`src/rtl/apb_uart_stream_master_if.sv`:
```
// APB3 segment between the stream master (initiator) and a CoreUARTapb-style completer.
// Signals: PADDR/PSEL/PENABLE/PWRITE/PWDATA driven by the master; PRDATA/PREADY/PSLVERR by the slave.
interface apb_uart_stream_master_if;
   logic [4:0] PADDR;
   logic       PSEL;
   logic       PENABLE;
   logic       PWRITE;
   logic [7:0] PWDATA;
   logic [7:0] PRDATA;
   logic       PREADY;
   logic       PSLVERR;

   modport master (
      output PADDR, PSEL, PENABLE, PWRITE, PWDATA,
      input  PRDATA, PREADY, PSLVERR
   );

   modport slave (
      input  PADDR, PSEL, PENABLE, PWRITE, PWDATA,
      output PRDATA, PREADY, PSLVERR
   );
endinterface

```
`src/rtl/apb_uart_stream_master.sv`:
```
// APB3 initiator that configures a CoreUARTapb-style UART, then polls STATUS and moves bytes
// between the UART and a TX byte stream (in) and an RX byte stream (out).
// Ports:
//   PCLK, PRESETN          clock, asynchronous active-low reset
//   apb (master modport)   private APB3 segment to the UART
//   tx_data/tx_valid       byte to send; tx_ready pulses in the cycle the UART accepts it
//   rx_data/rx_valid       received byte, held until rx_ready
//   err_flags, bus_err     sticky UART status errors / APB errors, cleared by err_clr
//   cfg_done               CTRL1 and CTRL2 have been written
module apb_uart_stream_master #(
   parameter logic [12:0] BAUD_VALUE = 13'd1,
   parameter bit          BIT8       = 1'b1,
   parameter bit          PARITY_EN  = 1'b0,
   parameter bit          ODD_N_EVEN = 1'b0,
   parameter int unsigned POLL_GAP   = 4,
   parameter int unsigned TIMEOUT    = 255
) (
   input  logic                            PCLK,
   input  logic                            PRESETN,
   apb_uart_stream_master_if.master        apb,
   input  logic [7:0]                      tx_data,
   input  logic                            tx_valid,
   output logic                            tx_ready,
   output logic [7:0]                      rx_data,
   output logic                            rx_valid,
   input  logic                            rx_ready,
   output logic [2:0]                      err_flags,
   output logic                            bus_err,
   input  logic                            err_clr,
   output logic                            cfg_done
);

   localparam int unsigned GW = $clog2(POLL_GAP + 2);
   localparam int unsigned TW = $clog2(TIMEOUT + 2);

   localparam logic [4:0] A_TXDATA = 5'h00;
   localparam logic [4:0] A_RXDATA = 5'h04;
   localparam logic [4:0] A_CTRL1  = 5'h08;
   localparam logic [4:0] A_CTRL2  = 5'h0C;
   localparam logic [4:0] A_STATUS = 5'h10;

   localparam logic [7:0] CTRL1_VAL = BAUD_VALUE[7:0];
   localparam logic [7:0] CTRL2_VAL = {BAUD_VALUE[12:8], ODD_N_EVEN, PARITY_EN, BIT8};

   typedef enum logic [2:0] {S_CFG1, S_CFG2, S_POLL, S_RXRD, S_TXWR, S_GAP} state_t;
   typedef enum logic [1:0] {PH_IDLE, PH_SETUP, PH_ACCESS} phase_t;

   state_t          st_q, st_d, ret_q, ret_d, tgt;
   phase_t          ph_q, ph_d;
   logic [GW-1:0]   gcnt_q, gcnt_d;
   logic [TW-1:0]   tcnt_q, tcnt_d;
   logic [4:0]      paddr_q, paddr_d;
   logic            psel_q, psel_d, penable_q, penable_d, pwrite_q, pwrite_d;
   logic [7:0]      pwdata_q, pwdata_d;
   logic [7:0]      rx_data_q, rx_data_d;
   logic            rx_valid_q, rx_valid_d;
   logic [2:0]      err_flags_q, err_flags_d, flags_set;
   logic            bus_err_q, bus_err_d, bus_set;
   logic            cfg_done_q, cfg_done_d;
   logic            start;

   // State and registered outputs
   always_ff @(posedge PCLK or negedge PRESETN) begin
      if (!PRESETN) begin
         st_q        <= S_CFG1;
         ret_q       <= S_POLL;
         ph_q        <= PH_IDLE;
         gcnt_q      <= '0;
         tcnt_q      <= '0;
         paddr_q     <= '0;
         psel_q      <= 1'b0;
         penable_q   <= 1'b0;
         pwrite_q    <= 1'b0;
         pwdata_q    <= '0;
         rx_data_q   <= '0;
         rx_valid_q  <= 1'b0;
         err_flags_q <= '0;
         bus_err_q   <= 1'b0;
         cfg_done_q  <= 1'b0;
      end else begin
         st_q        <= st_d;
         ret_q       <= ret_d;
         ph_q        <= ph_d;
         gcnt_q      <= gcnt_d;
         tcnt_q      <= tcnt_d;
         paddr_q     <= paddr_d;
         psel_q      <= psel_d;
         penable_q   <= penable_d;
         pwrite_q    <= pwrite_d;
         pwdata_q    <= pwdata_d;
         rx_data_q   <= rx_data_d;
         rx_valid_q  <= rx_valid_d;
         err_flags_q <= err_flags_d;
         bus_err_q   <= bus_err_d;
         cfg_done_q  <= cfg_done_d;
      end
   end

   // Next-state: sequencing of transfers, APB phases, stream handshakes and sticky errors
   always_comb begin
      st_d       = st_q;
      ret_d      = ret_q;
      ph_d       = ph_q;
      gcnt_d     = gcnt_q;
      tcnt_d     = tcnt_q;
      paddr_d    = paddr_q;
      psel_d     = psel_q;
      penable_d  = penable_q;
      pwrite_d   = pwrite_q;
      pwdata_d   = pwdata_q;
      rx_data_d  = rx_data_q;
      rx_valid_d = rx_valid_q;
      cfg_done_d = cfg_done_q;
      flags_set  = '0;
      bus_set    = 1'b0;
      tx_ready   = 1'b0;
      start      = 1'b0;
      tgt        = (st_q == S_GAP) ? ret_q : st_q;

      if (rx_valid_q && rx_ready) rx_valid_d = 1'b0;

      case (ph_q)
         // Idle cycle after a transfer; GAP also spends its wait cycles here
         PH_IDLE: begin
            if (st_q != S_GAP) begin
               start = 1'b1;
            end else if (gcnt_q == GW'(POLL_GAP)) begin
               start = 1'b1;
            end else begin
               gcnt_d = gcnt_q + GW'(1);
            end
         end
         PH_SETUP: begin
            ph_d      = PH_ACCESS;
            penable_d = 1'b1;
         end
         PH_ACCESS: begin
            if (apb.PREADY) begin
               ph_d      = PH_IDLE;
               psel_d    = 1'b0;
               penable_d = 1'b0;
               bus_set   = apb.PSLVERR;
               case (st_q)
                  S_CFG1: st_d = S_CFG2;
                  S_CFG2: begin
                     st_d       = S_POLL;
                     cfg_done_d = 1'b1;
                  end
                  S_POLL: begin
                     // An errored STATUS read is treated as all-zero
                     st_d   = S_GAP;
                     ret_d  = S_POLL;
                     gcnt_d = '0;
                     if (!apb.PSLVERR) begin
                        flags_set = apb.PRDATA[4:2];
                        if (apb.PRDATA[1] && !rx_valid_q)    st_d = S_RXRD;
                        else if (apb.PRDATA[0] && tx_valid)  st_d = S_TXWR;
                     end
                  end
                  S_RXRD: begin
                     st_d = S_POLL;
                     if (!apb.PSLVERR) begin
                        rx_data_d  = apb.PRDATA;
                        rx_valid_d = 1'b1;
                     end
                  end
                  S_TXWR: begin
                     st_d     = S_POLL;
                     tx_ready = !apb.PSLVERR;
                  end
                  default: st_d = S_POLL;
               endcase
            end else if ((TIMEOUT != 0) && (tcnt_q == TW'(TIMEOUT - 1))) begin
               // Abort a hung completer; configuration writes are retried after the gap
               ph_d      = PH_IDLE;
               psel_d    = 1'b0;
               penable_d = 1'b0;
               bus_set   = 1'b1;
               st_d      = S_GAP;
               gcnt_d    = '0;
               ret_d     = ((st_q == S_CFG1) || (st_q == S_CFG2)) ? st_q : S_POLL;
            end else begin
               tcnt_d = tcnt_q + TW'(1);
            end
         end
         default: ph_d = PH_IDLE;
      endcase

      // Launch SETUP of the transfer belonging to tgt
      if (start) begin
         st_d      = tgt;
         ph_d      = PH_SETUP;
         psel_d    = 1'b1;
         penable_d = 1'b0;
         tcnt_d    = '0;
         pwrite_d  = 1'b0;
         pwdata_d  = '0;
         case (tgt)
            S_CFG1: begin
               paddr_d  = A_CTRL1;
               pwrite_d = 1'b1;
               pwdata_d = CTRL1_VAL;
            end
            S_CFG2: begin
               paddr_d  = A_CTRL2;
               pwrite_d = 1'b1;
               pwdata_d = CTRL2_VAL;
            end
            S_RXRD: paddr_d = A_RXDATA;
            S_TXWR: begin
               paddr_d  = A_TXDATA;
               pwrite_d = 1'b1;
               pwdata_d = tx_data;
            end
            default: paddr_d = A_STATUS;
         endcase
      end

      // Sticky bits: a set in the same cycle as err_clr wins
      err_flags_d = flags_set | (err_flags_q & ~{3{err_clr}});
      bus_err_d   = bus_set | (bus_err_q & ~err_clr);
   end

   assign apb.PADDR   = paddr_q;
   assign apb.PSEL    = psel_q;
   assign apb.PENABLE = penable_q;
   assign apb.PWRITE  = pwrite_q;
   assign apb.PWDATA  = pwdata_q;
   assign rx_data     = rx_data_q;
   assign rx_valid    = rx_valid_q;
   assign err_flags   = err_flags_q;
   assign bus_err     = bus_err_q;
   assign cfg_done    = cfg_done_q;

endmodule

```
`src/flat_wrapper.sv`:
```
// flat-port wrapper written by rule: the top's interface ports become plain ports
module apb_uart_stream_master_flat 
#(
   parameter logic [12:0] BAUD_VALUE = 13'd1,
   parameter bit          BIT8       = 1'b1,
   parameter bit          PARITY_EN  = 1'b0,
   parameter bit          ODD_N_EVEN = 1'b0,
   parameter int unsigned POLL_GAP   = 4,
   parameter int unsigned TIMEOUT    = 255
)
  (PCLK, PRESETN, tx_data, tx_valid, tx_ready, rx_data, rx_valid, rx_ready, err_flags, bus_err, err_clr, cfg_done, apb_PADDR, apb_PSEL, apb_PENABLE, apb_PWRITE, apb_PWDATA, apb_PRDATA, apb_PREADY, apb_PSLVERR);
  apb_uart_stream_master_if apb_i ();
  input  logic PCLK;
  input  logic PRESETN;
  input  logic [7:0] tx_data;
  input  logic tx_valid;
  output logic tx_ready;
  output logic [7:0] rx_data;
  output logic rx_valid;
  input  logic rx_ready;
  output logic [2:0] err_flags;
  output logic bus_err;
  input  logic err_clr;
  output logic cfg_done;
  output wire logic [$bits(apb_i.PADDR)-1:0] apb_PADDR;
  output wire logic [$bits(apb_i.PSEL)-1:0] apb_PSEL;
  output wire logic [$bits(apb_i.PENABLE)-1:0] apb_PENABLE;
  output wire logic [$bits(apb_i.PWRITE)-1:0] apb_PWRITE;
  output wire logic [$bits(apb_i.PWDATA)-1:0] apb_PWDATA;
  input wire logic [$bits(apb_i.PRDATA)-1:0] apb_PRDATA;
  input wire logic [$bits(apb_i.PREADY)-1:0] apb_PREADY;
  input wire logic [$bits(apb_i.PSLVERR)-1:0] apb_PSLVERR;
  assign apb_PADDR = apb_i.PADDR;
  assign apb_PSEL = apb_i.PSEL;
  assign apb_PENABLE = apb_i.PENABLE;
  assign apb_PWRITE = apb_i.PWRITE;
  assign apb_PWDATA = apb_i.PWDATA;
  assign apb_i.PRDATA = apb_PRDATA;
  assign apb_i.PREADY = apb_PREADY;
  assign apb_i.PSLVERR = apb_PSLVERR;
  apb_uart_stream_master #(.BAUD_VALUE(BAUD_VALUE), .BIT8(BIT8), .PARITY_EN(PARITY_EN), .ODD_N_EVEN(ODD_N_EVEN), .POLL_GAP(POLL_GAP), .TIMEOUT(TIMEOUT)) u_core (.PCLK(PCLK), .PRESETN(PRESETN), .apb(apb_i), .tx_data(tx_data), .tx_valid(tx_valid), .tx_ready(tx_ready), .rx_data(rx_data), .rx_valid(rx_valid), .rx_ready(rx_ready), .err_flags(err_flags), .bus_err(bus_err), .err_clr(err_clr), .cfg_done(cfg_done));
endmodule
```
`config.mk`:
```
export PLATFORM = sky130hd
export DESIGN_NAME = apb_uart_stream_master_flat
export DESIGN_NICKNAME = d
export VERILOG_FILES = /design/src/rtl/apb_uart_stream_master_if.sv /design/src/rtl/apb_uart_stream_master.sv /design/src/flat_wrapper.sv
export SDC_FILE = /design/constraint.sdc
export NUM_CORES = 1
export LEC_CHECK = 0
export ABC_AREA = 1
export CAP_MARGIN = 20
export CORE_MARGIN = 2
export CORE_UTILIZATION = 45
export CTS_BUF_LIST = sky130_fd_sc_hd__clkbuf_4
export DETAILED_ROUTE_END_ITERATION = 10
export PLACE_DENSITY = 0.83
export SLEW_MARGIN = 20
export SYNTH_ARGS = -nofsm -noshare
export SYNTH_HDL_FRONTEND = slang
export SYNTH_SLANG_ARGS = --single-unit
```
`constraint.sdc`:
```
create_clock -name PCLK -period 4.5 [get_ports PCLK]
set_clock_uncertainty 0.1 [all_clocks]
set_input_delay 0.675 -clock PCLK [delete_from_list [all_inputs] [get_ports PCLK]]
set_output_delay 0.675 -clock PCLK [all_outputs]
set_load 0.005 [all_outputs]
```
== Word level (Yosys, flattened, before mapping) ==
Cells that the tools add are included.
Word-level totals
  flip-flop bits (word level): 50
  input port bits: 23
Operators by class
  add/subtract/negate cells: 2
  eq/ne operators: 22
  mux-type cells: 54
  bitwise operators: 7
  reductions and logical operators: 24
Operators with widths (count)
  3-bit two-way mux: 20
  9-bit two-way mux: 4
  1-bit two-way mux: 21
  5-bit one-hot mux with 4 select lines: 1
  8-bit one-hot mux with 2 select lines: 1
  3-bit == test, second input constant: 4
  3-bit one-hot mux with 2 select lines: 2
  9-bit by 1-bit adder with 9-bit output, second input constant: 1
  3-bit by 2-bit == test with 1-bit output, second input constant: 3
  9-bit by 8-bit == test with 1-bit output, second input constant: 1
  3-bit AND reduction: 3
  2-bit by 1-bit inequality test with 1-bit output, second input constant: 4
  3-bit by 1-bit == test with 1-bit output, second input constant: 2
  3-bit zero test: 2
  2-bit two-way mux: 3
  3-bit inequality test, second input constant: 2
  2-bit one-hot mux with 3 select lines: 1
  2-bit AND reduction: 3
  2-bit nonzero test: 3
  3-bit nonzero test: 2
  5-bit AND reduction: 1
  2-bit inequality test, second input constant: 2
  4-bit by 2-bit inequality test with 1-bit output, second input constant: 1
  4-bit AND reduction: 1
  other kinds (17): 21

== Longest topological paths before layout ==
  depth in word-level cells: 8
  gate-level depth with buffers: 11

== Worst setup path after synthesis ==
OpenSTA, ideal clock, no wires.
  kind: input-to-output
  start point: in apb_PREADY
  end point: out tx_ready
  arrival time: 1101 ps
  data required time: 3725 ps
  path slack: 2624 ps
  stages: 4
  path through: inv_2 -> nor2_2 -> nand2_1 -> nor4_1
On the way
  cells in the longest elaborated chain, start to end: 2
Ends and longest elaborated chain
  from (decl): RTL line flat_wrapper.sv:31  | input wire logic [$bits(apb_i.PREADY)-1:0] apb_PREADY;
  1-bit two-way mux: RTL line apb_uart_stream_master.sv:138  | if (apb.PREADY) begin
  1-bit two-way mux: RTL line apb_uart_stream_master.sv:122  | case (ph_q)
  to (decl): RTL line flat_wrapper.sv:17  | output logic tx_ready;
Every way passes these cells.

== Worst setup path in the final report ==
Same ends and word-level chain as after synthesis.

==> summary.txt <==
Critical path
  – CP endpoint kind: primary output
  – Worst Path Required: 3.72 ns
  – Critical Path Fanout Max: 6
  – CP arrival: 2.27 ns
  – Critical Path Start Type: input port
  – WS Path Type: input port to primary output

Layout
  – Synth-to-Final Area Change: 23.5%
  – Final net count: 394
  – Share of cells above drive strength 1: 9.32%
  – Fin cells: 437
  – Cell area after layout: 3160 um2
  – Most frequent cells in the layout: 99 x nand2_1, 50 x clkdlybuf4s50_1, 47 x dfrtp_1
  – Commonest non-fill, non-tap cell in the layout: nand2_1
  – Ant diodes: 0
  – Core Util, Final: 57.4%

STA
  – Minimum clock period: 3.05 ns
  – Fin worst setup slack: 1.45 ns
  – RSZ-0062 raised after global routing: false
  – Final Hold Vio Count: 0
  – Max_slew headroom: 60.6%
  – Pins over their slew limit: 0
  – Highest achievable clock rate: 328 MHz
  – Measured slew at the worst slew-check pin: 0.591 ns
  – Final Setup Violations: 0
  – Setup tns final: 0 ns
  – Hold slack: 0.198 ns
  – Period utilisation layout: 67.8%

Placed design
  – Post-Place Worst Slack: 1.44 ns
  – Post-DP HPWL: 3810 um
  – Routability Congestion: 0.886
  – Cells after DPL: 429
  – Port bufs: 51
  – Placed Area: 3090 um2

GRT
  – Gr usage total: 18.2%
  – Vias in the first global route: 2075
  – Initial antenna violation count: 0
  – Largest net degree at the start of global routing: 49
  – Total gr overflow: 0
  – Met1 GRT Util: 22.8%
  – Busiest grt layer: met2
  – GRT met3 Usage: 3.96%
  – Global-route wire length before repair: 9130 um
  – M2 GR Usage: 30.8%

Floorplanning
  – Die Footprint: 6300 um2
  – Io pins: 54
  – Starting Density: 46.4%
  – Rows: 27
  – Core area: 5510 um2
  – Die H: 79.4 um
  – Chip width: 79.4 um

Drt
  – WL/cell: 11.7 um
  – Total wire length: 5130 um
  – DR vias: 2152
  – DRC viols: 0
  – Vias per cell: 4.92
  – Post-DRT Antenna Nets: 0
  – Starting DRT DRC Count: 175
  – 1st-pass router iterations: 4

CTS
  – CTS clk-pin slew, worst paths: 0.14 ns
  – Hold_buf cts: 0
  – H-tree Lvls: 2
  – Clock Latency Late Sink: 0.36 ns
  – Resize count post-CTS: 0
  – Worst-case clock buffer depth: 2
  – TritonCTS Buffers: 5
  – CTS root buf: clkbuf_4
  – Sink Count: 48
  – CTS tree: yes
  – Postcts setup bufs: 0

Yosys
  – Mapped cell area: 2560 um2
  – Yosys Warn Count: 0
  – Flops & latches, synth: 48
  – Library cells used by synthesis: 38
  – Post-Syn Instances: 312
  – Avg Cell Area, Syn: 8.19 um2
  – Sequential area share after synthesis: 47.0%

Run
  – Max-Cap Viols: 0

Power and ir drop
  – Tot Pwr: 1.67 mW
  – Peak supply drop: 0.267 mV
  – Leak pwr: 1.53 nW
  – P per Cell Area: 530 nW/um2

Run status
  – Run status: finished clean

Hold path
  – Hold crit path type: input port to async pin
## metal layers
layer  part of all wire, %  wire length, um  vias up
met5                     0                0        -
met4                   1.7               88        0
met3                   3.9              199        7
met2                    50             2580       44
met1                    44             2270     1011
li1                      -                -     1090
## synthesized netlist by cell type (all sizes together)
cell    number  area [um2]
o21ai       26         149
dfstp        1        26.3
buf          7        61.3
ha           7        87.6
a31oi        1        12.5
inv         44         175
o21bai       2        15.0
nand4        3        33.8
dfrtp       47        1180
nand3b       1        20.0
nor3         3        15.0
or2          1        6.26
nand2      104         440
a21o         1        7.51
nor2        26         113
o31ai        1        7.51
nand3       24         133
a21oi        6        33.8
xnor2        1        8.76
conb         1        3.75
o22ai        4        25.0
nor4         1        6.26
## state kept, by name, indices dropped and copies added (netlist names), 2 cells and up
name and flops:
u_core.apb.PADDR 3, u_core.apb.PWDATA 8, u_core.err_flags 3, u_core.gcnt_q 3, u_core.ph_q 2, u_core.ret_q 3, u_core.rx_data 8, u_core.st_q 3
u_core.tcnt_q 9
## worst paths after layout
path                                             start                           end  slack (ns)  depth (start not counted)
min in group PCLK          u_core.ret_q[1]$_DFFE_PN1P_   u_core.ret_q[1]$_DFFE_PN1P_        0.38                          2
hold / removal                                 PRESETN  u_core.gcnt_q[2]$_DFFE_PN0P_        0.20                          1
max in group asynchronous                      PRESETN   u_core.apb.PSEL$_DFFE_PN0P_        3.71                          1
setup reg to reg            u_core.ph_q[0]$_DFFE_PN0P_  u_core.tcnt_q[3]$_DFFE_PN0P_        2.64                          9
setup / recovery                            apb_PREADY                      tx_ready        1.45                          6
hold reg to reg            u_core.ret_q[1]$_DFFE_PN1P_   u_core.ret_q[1]$_DFFE_PN1P_        0.38                          2
## power by group
part | leakage, nW | total, mW | internal (mW) | switching (mW)
registers | 0.630 | 0.657 | 0.546 | 0.111
logic | 0.866 | 0.809 | 0.324 | 0.485
clock network | 0.0319 | 0.208 | 0.0684 | 0.139
## layout make-up
cell class	count	area [um2]
tap	72	90.1
timing repair buffer	51	508
clock buffer	6	45.0
sequential	48	1200
inverter	44	175
fill	480	2350
multi-input combinational	214	1120
clock inverter	2	16.3
## logic make-up (layout without fill, tap and decap cells)
family	count (synthesis)	after routing	share of synthesized area, %
XOR/XNOR	1	1	0.343
adder cells (fa/ha/maj)	7	7	3.43
AO/OA/AOI/OAI	41	41	9.79
other	1	2	0.147
buffers and inverters	51	103	9.25
AND/OR/NAND/NOR	163	163	30.0
flip-flops	48	48	47.0
## critical path: stages
cell	delay [ns]
clkdlybuf4s50_1	0.56
inv_2	0.10
nor2_2	0.12
nand2_1	0.09
nor4_1	0.18
clkdlybuf4s50_1	0.56
Note: power is estimated with default switching activity, not from simulation.
